### src/rtl/divu_hilo_pkg.sv
// Shared funct codes and divider state encoding, common with ALU control.
package divu_hilo_pkg;
    localparam logic [5:0] FUNCT_DIVU    = 6'd27;
    localparam logic [5:0] FUNCT_MFHI    = 6'd16;
    localparam logic [5:0] FUNCT_MFLO    = 6'd18;
    localparam logic [5:0] FUNCT_HILO_WR = 6'd63;

    typedef enum logic [1:0] {
        IDLE = 2'd0,
        RUN  = 2'd1,
        DONE = 2'd2
    } divState_t;
endpackage

### src/rtl/hilo_reg.sv
// Architectural Hi/Lo register pair; both halves load together on a commit.
module hilo_reg (
    input  logic        clk,
    input  logic        reset,
    input  logic        we,
    input  logic [31:0] hiIn,
    input  logic [31:0] loIn,
    output logic [31:0] hi,
    output logic [31:0] lo
);
    always_ff @(posedge clk) begin
        if (reset) begin
            hi <= '0;
            lo <= '0;
        end else if (we) begin
            hi <= hiIn;
            lo <= loIn;
        end
    end
endmodule

### src/rtl/divu_hilo.sv
// Unsigned 32-bit restoring divider, one quotient bit per cycle, committing
// its result into Hi/Lo on command and serving MFHI/MFLO reads.
module divu_hilo
    import divu_hilo_pkg::*;
(
    input  logic        clk,
    input  logic        reset,
    input  logic [5:0]  Signal,
    input  logic [31:0] dataA,
    input  logic [31:0] dataB,
    output logic [31:0] dataOut,
    output logic        busy,
    output logic        done
);
    divState_t   state, nextState;
    logic [5:0]  prevSignal;
    logic [31:0] rem, quot, divisor;
    logic [4:0]  count;
    logic        start, commit;
    logic [32:0] partial;
    logic [31:0] diff, remNext;
    logic        stepOk;
    logic [31:0] hi, lo;

    // Start is edge-triggered on the command so a held DIVU cannot re-launch.
    assign start  = (Signal == FUNCT_DIVU) && (prevSignal != FUNCT_DIVU) &&
                    (state == IDLE || state == DONE);
    assign commit = (state == DONE) && (Signal == FUNCT_HILO_WR);

    // Any in-range remainder fits in 32 bits, so the low word of the
    // difference is exact whenever the subtraction is taken.
    assign partial = {rem, quot[31]};
    assign stepOk  = partial >= {1'b0, divisor};
    assign diff    = partial[31:0] - divisor;
    assign remNext = stepOk ? diff : partial[31:0];

    always_ff @(posedge clk) begin
        if (reset) state <= IDLE;
        else       state <= nextState;
    end

    always_comb begin
        nextState = state;
        case (state)
            IDLE: if (start) nextState = RUN;
            RUN:  if (count == 5'd31) nextState = DONE;
            DONE: begin
                if (start)       nextState = RUN;
                else if (commit) nextState = IDLE;
            end
            default: nextState = IDLE;
        endcase
    end

    always_comb begin
        busy = (state == RUN);
        done = (state == DONE);
    end

    always_ff @(posedge clk) begin
        if (reset) begin
            prevSignal <= '0;
            rem        <= '0;
            quot       <= '0;
            divisor    <= '0;
            count      <= '0;
            dataOut    <= '0;
        end else begin
            prevSignal <= Signal;
            if (start) begin
                quot    <= dataA;
                divisor <= dataB;
                rem     <= '0;
                count   <= '0;
            end else if (state == RUN) begin
                rem   <= remNext;
                quot  <= {quot[30:0], stepOk};
                count <= count + 5'd1;
            end
            if (Signal == FUNCT_MFHI)      dataOut <= hi;
            else if (Signal == FUNCT_MFLO) dataOut <= lo;
        end
    end

    hilo_reg uHilo (
        .clk   (clk),
        .reset (reset),
        .we    (commit),
        .hiIn  (rem),
        .loIn  (quot),
        .hi    (hi),
        .lo    (lo)
    );
endmodule
### config.mk
export PLATFORM = sky130hd
export DESIGN_NAME = divu_hilo
export DESIGN_NICKNAME = d
export VERILOG_FILES = /design/src/rtl/divu_hilo_pkg.sv /design/src/rtl/hilo_reg.sv /design/src/rtl/divu_hilo.sv
export SDC_FILE = /design/constraint.sdc
export NUM_CORES = 1
export LEC_CHECK = 0
export ABC_AREA = 1
export BUFFER_PORTS_ARGS = -buffer_cell sky130_fd_sc_hd__buf_4
export CORE_MARGIN = 3
export CORE_UTILIZATION = 30
export CTS_CLUSTER_DIAMETER = 80
export CTS_CLUSTER_SIZE = 16
export DETAILED_ROUTE_END_ITERATION = 8
export PLACE_DENSITY_LB_ADDON = 0.05
export SLEW_MARGIN = 10
export SYNTH_ARGS = -nofsm -noshare
export SYNTH_HDL_FRONTEND = slang
export SYNTH_HIERARCHICAL = 1
export SYNTH_SLANG_ARGS = --single-unit
### constraint.sdc
create_clock -name clk -period 3.5 [get_ports clk]
set_clock_uncertainty 0.05 [all_clocks]
set_input_delay 0.7 -clock clk [delete_from_list [all_inputs] [get_ports clk]]
set_output_delay 0.7 -clock clk [all_outputs]
set_load 0.02 [all_outputs]
==> results of run 1 <==
[per-layer routing]
| metal | part of all wire [%] | vias to the layer above | track usage [%] |
|---|---|---|---|
| met5 | 0 | - | 0 |
| met4 | 1.6 | 0 | 3.51 |
| met3 | 3.6 | 27 | 2.17 |
| met2 | 46 | 158 | 29.2 |
| met1 | 49 | 4843 | 24.5 |
| li1 | - | 5474 | - |
[kinds of logic after synthesis]
logic type / share of synthesized area, %
buf+inv: 12.4
compound gates: 10.6
xor+xnor: 1.34
flops: 36.9
simple gates: 34.7
fa+ha+maj: 4.00
[flip-flops by register name, summed over array words and instances (netlist names)]
name,cells
uHilo/hi,32
uHilo/lo,32
quot,32
rem,32
state,2
dataOut,32
count,5
prevSignal,6
divisor,32
[where the power goes]
part | switching [mW] | internal (mW) | total, mW | leakage (nW)
combinational | 0.865 | 0.417 | 1.28 | 3.58
clock | 0.944 | 1.21 | 2.15 | 0.291
sequential | 0.0184 | 2.36 | 2.37 | 1.65
[layout by cell type (no fill, tap or decap), drive strengths merged, types with 2 or more instances in the layout]
| cell | count |
|---|---|
| nand2 | 605 |
| inv | 241 |
| dfxtp | 205 |
| nor2 | 204 |
| buf | 122 |
| a21oi | 89 |
| nand3 | 76 |
| o21ai | 48 |
| a31oi | 45 |
| ha | 34 |
| nand3b | 25 |
| clkbuf | 21 |
| a311oi | 17 |
| xnor2 | 14 |
| nand4 | 11 |
| nor3 | 7 |
| and2 | 5 |
| clkinv | 5 |
| xor2 | 3 |
| o21bai | 3 |
| bufinv | 3 |
| o21a | 2 |
[layout make-up]
| class | instances | area [µm²] |
|---|---|---|
| clock buffers | 21 | 483 |
| clock inverters | 6 | 113 |
| fillers | 4074 | 23300 |
| repair buffers | 122 | 928 |
| multi-input cells | 1193 | 5660 |
| flip-flops and latches | 205 | 4100 |
| well taps | 461 | 577 |
| inverters | 243 | 912 |
[per-stage QoR]
stage | util, % | area [µm²] | std cells
after detailed placement | 33.8 | 12200 | 2224
after floorplan | - | 11100 | 1720
final | 35.4 | 12800 | 2251
after global placement | 33.8 | 12200 | 2224
after global routing | 35.4 | 12800 | 2251
after CTS | 35.4 | 12800 | 2251
[worst max path at each step]
stage | start | cells after the start | slack (ns) | end
after floorplan | Signal[1] | 8 | 1.50 | rem[10]
after detailed placement | rem[27] | 12 | 0.88 | rem[25]
after CTS | state[0] | 4 | 0.60 | busy
after global routing | state[0] | 4 | 0.50 | busy
after global placement | rem[27] | 12 | 0.87 | rem[25]
final | state[0] | 4 | 0.66 | busy
[critical path: stages (launching register included)]
cell and delay (ns):
dfxtp_1 0.40, inv_1 0.13, nor2_4 0.10, buf_4 0.66
buf_4 0.27
==> qor.txt, run 1 <==
Area contributors post-synth - dfxtp_1, nand2_1, inv_1
# IOs - 106
Critical Path Start Type - flop
Die Width - 199 µm
Synth top area share - 36.9%
post-synthesis cell count - 1720
max-cap violations - 0
antenna violations before repair - 0
DRT antenna net count - 0
R2R Path Start - divisor[2]
top cells by count, synth - nand2_1, inv_1, dfxtp_1
Post-DP HPWL - 25.1 mm
status - finished clean
reg-to-reg endpoint - rem[7]
number of synthesized flops with an enable pin - 0
post-route setup TNS - 0 ns
hold depth - 3
largest net degree at the start of global routing - 107
CP arrival - 2.09 ns
path depth of the worst reg2reg path - 11
total iterations of the first detailed-routing run - 5
cell taking the most area after synthesis - dfxtp_1
Final Hold Vio Count - 0
synthesized area - 11100 µm²
Placeable Area - 36100 µm²
total chip power - 5.81 mW
CTS Buffer Depth - 3
most common cell in the synthesized netlist - nand2_1
Die H - 199 µm
cts bufs inserted - 19
DR vias - 10500
# setup viols final - 0
post-DR vias/cell - 4.67
vias in the first global route - 10100
unique cell type count in the Yosys netlist - 37
register-to-register setup slack - 0.91 ns
synth-to-layout area growth - 14.9%
Port Buffer Count - 105
gpl congestion - 0.903
Global Route Usage Sum - 17.5%
PnR worst setup slack - 0.656 ns
initial core utilization - 30.8%
routed length per instance - 15.6 µm
num rows - 69
asr flop ratio synth - 0%
fin crit share - 81.3%
post-layout min period - 2.84 ns
clk root buf - clkbuf_16
Crit Path Category - reg2out
RSZ-0062 raised after global routing - false
global-route wire length before repair - 55.3 mm
clk_lat worst skew - 0.51 ns
Max Fclk - 352 MHz
Final #Nets - 1891
Avg Cell Area, Syn - 6.47 µm²
synthesis warning total - 6
layout cells sized above 1 - 10.5%
Min Hold Slack - 0.364 ns
Starting DRT DRC Count - 581
Primary FF master, synth - dfxtp_1
pre-CTS setup slack - 0.877 ns
Worst Hold Launch - Signal[4]
highest fanout seen on the critical path - 71
WL final - 35.0 mm
clock sink total - 205
die area - 39400 µm²
gr ovfl total - 0
Post CTS Setup Buffer Count - 0
n_diodes - 0
Yosys reg bits - 205
PostCTS Resize Cnt - 0
endpoint class of the critical path - primary output
Clock H-tree levels - 1
CTS tree - yes
clock slew at reported path FFs - 0.07 ns
Synth Net Count - 1827
Worst-Margin Slew - 0.867 ns
sequential share of the synthesized area - 36.9%
pwr/cell area - 455 nW/µm²
maximum VDD drop - 0.266 mV
slew margin rel. - 42.2%
Lkg Pwr - 5.53 nW
worst path required time - 2.75 ns
DRC Markers - 0
Min-Delay Path Class - in2reg
max-slew violation count - 0
hold worst-path end - prevSignal[4]
cts hold-fix bufs - 0
No activity file was read; power rests on OpenSTA's default activity.
==> run 2: changes to the inputs <==
--- a/config.mk
+++ b/config.mk
@@ -5,7 +5,7 @@
 export SDC_FILE = /design/constraint.sdc
 export NUM_CORES = 1
 export LEC_CHECK = 0
-export ABC_AREA = 1
+export ABC_AREA = 0
 export BUFFER_PORTS_ARGS = -buffer_cell sky130_fd_sc_hd__buf_4
 export CORE_MARGIN = 3
 export CORE_UTILIZATION = 30
==> constraint.sdc (replaced) <==
create_clock -name clk -period 2.4 [get_ports clk]
set_clock_uncertainty 0.05 [all_clocks]
set_input_delay 0.48 -clock clk [delete_from_list [all_inputs] [get_ports clk]]
set_output_delay 0.48 -clock clk [all_outputs]
set_load 0.02 [all_outputs]
==> run 2 against run 1 <==
The flow now finishes with violations (setup timing). Sequential power is 46% higher. Count of clock-buffer cells in the layout down 2. Die area fell by 12%. Largest cell class unchanged. Clock power is 41% higher. Register-to-register slack lost 1.1 ns. Worst setup slack got worse by 0.80 ns. Critical path type is now reg2reg.
==> qor.txt, run 2 <==
status - finished with violations
failing checks - setup timing
Lkg Pwr - 5.43 nW
worst path required time - 2.70 ns
Starting DRT DRC Count - 444
Die H - 186 µm
Crit Path Category - reg2reg
layout cells sized above 1 - 36.1%
register-to-register setup slack - -0.15 ns
cell taking the most area after synthesis - dfxtp_1
post-layout min period - 2.55 ns
clock sink total - 205
sequential share of the synthesized area - 42.1%
clk_lat worst skew - 0.51 ns
Port Buffer Count - 105
largest net degree at the start of global routing - 170
synth-to-layout area growth - 43.6%
maximum VDD drop - 0.474 mV
Min Hold Slack - 0.156 ns
total chip power - 8.34 mW
die area - 34700 µm²
R2R Path Start - rem[11]
most common cell after layout, fill and taps aside - buf_4
max-slew violation count - 0
clk root buf - clkbuf_16
number of synthesized flops with an enable pin - 0
CTS Buffer Depth - 3
PnR worst setup slack - -0.147 ns
slew margin rel. - 36.9%
Filler cells - 3155
WL final - 30.9 mm
Area contributors post-synth - dfxtp_1, mux2i_1, a21oi_1
WL met1 - 16.0 mm
path depth of the worst reg2reg path - 11
Synth top area share - 42.1%
DRT antenna net count - 0
wire length on met3 - 922 µm
gr ovfl total - 0
post-synthesis cell count - 1148
synthesis warning total - 6
top routing layer in use - met4
unique cell type count in the Yosys netlist - 62
RSZ-0062 raised after global routing - true
Yosys reg bits - 205
DRC Markers - 0
Worst Hold Launch - Signal[4]
post-DR vias/cell - 4.80
num rows - 65
cts bufs inserted - 18
# setup viols final - 33
Final Hold Vio Count - 0
Avg Cell Area, Syn - 8.50 µm²
met2 routed WL - 13.4 mm
highest fanout seen on the critical path - 5
Final #Nets - 1484
fin crit share - 106%
initial core utilization - 30.7%
most common cell in the synthesized netlist - dfxtp_1
Synth Net Count - 1255
top cells by count, synth - dfxtp_1, nor2_1, a21oi_1
Post-DP HPWL - 21.0 mm
commonest cells after routing, fill and taps aside - buf_4, dfxtp_1, nand2_1
asr flop ratio synth - 0%
Sequential Area - 4130 µm²
endpoint class of the critical path - flop
routed length per instance - 17.0 µm
antenna violations before repair - 0
# IOs - 106
CP arrival - 2.84 ns
Max Fclk - 393 MHz
Primary FF master, synth - dfxtp_1
hold worst-path end - prevSignal[4]
Critical Path Start Type - flop
CTS tree - yes
global-route wire length before repair - 48.1 mm
vias in the first global route - 8571
Clock H-tree levels - 1
total iterations of the first detailed-routing run - 5
reg-to-reg endpoint - rem[19]
clock slew at reported path FFs - 0.07 ns
Min-Delay Path Class - in2reg
Placeable Area - 31800 µm²
pwr/cell area - 595 nW/µm²
multi-input logic area - 6140 µm²
gpl congestion - 0.808
Die Width - 186 µm
DR vias - 8718
synthesized area - 9760 µm²
hold depth - 2
Global Route Usage Sum - 16.8%
Worst-Margin Slew - 0.946 ns
cts hold-fix bufs - 0
max-cap violations - 0
-- run 2: layer usage --
| layer | up-vias | track usage [%] |
|---|---|---|
| met5 | - | 0 |
| li1 | 4455 | - |
| met2 | 133 | 26.0 |
| met4 | 0 | 3.23 |
| met1 | 4095 | 25.3 |
| met3 | 35 | 2.27 |
-- run 2: worst max path at each step --
stage	from	cells past startpoint	slack [ns]	end
5_1_grt	divisor[11]	12	-0.31	rem[24]
3_5_place_dp	divisor[31]	12	-0.42	rem[31]
3_3_place_gp	rem[11]	10	-0.47	rem[15]
2_1_floorplan	quot[31]	12	-0.02	rem[30]
6_report	rem[11]	11	-0.15	rem[19]
4_1_cts	divisor[11]	13	-0.21	rem[17]
-- run 2: power breakdown --
group	internal (mW)	switching, mW	leakage [nW]
Sequential	3.43	0.0221	1.67
Combinational	0.952	0.892	3.49
Clock	1.71	1.33	0.282
-- run 2: worst max-delay path, stage by stage, from the launching register on --
cell,delay [ns]
dfxtp_2,0.35
ha_4,0.28
nand2_4,0.06
nor3_4,0.28
o211ai_2,0.17
a21boi_2,0.20
a211oi_2,0.11
o31a_4,0.34
buf_12,0.16
buf_6,0.11
mux2i_2,0.19
a21oi_2,0.10
-- run 2: timing repair --
action,CTS,global route
pin swaps,42,66
gates resized for setup,104,132
setup buffers,17,3
gates cloned,1,6
setup endpoints to repair,33,33
-- run 2: cell families after synthesis --
group	Yosys count	share of synthesized area (%)
buf+inv	123	6.00
fa+ha+maj	35	4.56
xor+xnor	31	2.78
compound gates	305	19.1
mux	100	10.3
flops	205	42.1
simple gates	349	15.3
-- run 2: cell type report --
class	instances	area share, %
antenna	1	0.0179
clock buffer	19	3.31
clock inverter	5	0.795
inverter	42	1.13
multi-input combinational	820	43.8
sequential	205	29.5
tap	435	3.88
timing repair buffer	290	17.6
-- run 2: stage by stage --
step           instance area [µm²]  cells  TNS (ns)  worst slack [ns]  utilization (%)
6_report                     14000   1817     -2.97            -0.147             44.1
5_1_grt                      14000   1816     -7.45            -0.305             44.1
4_1_cts                      13200   1807     -5.09            -0.211             41.5
3_5_place_dp                 12000   1765    -10.50            -0.422             37.8
3_3_place_gp                 12000   1765    -10.15            -0.470             37.8
2_1_floorplan                 9800   1148   -0.0162           -0.0162                -
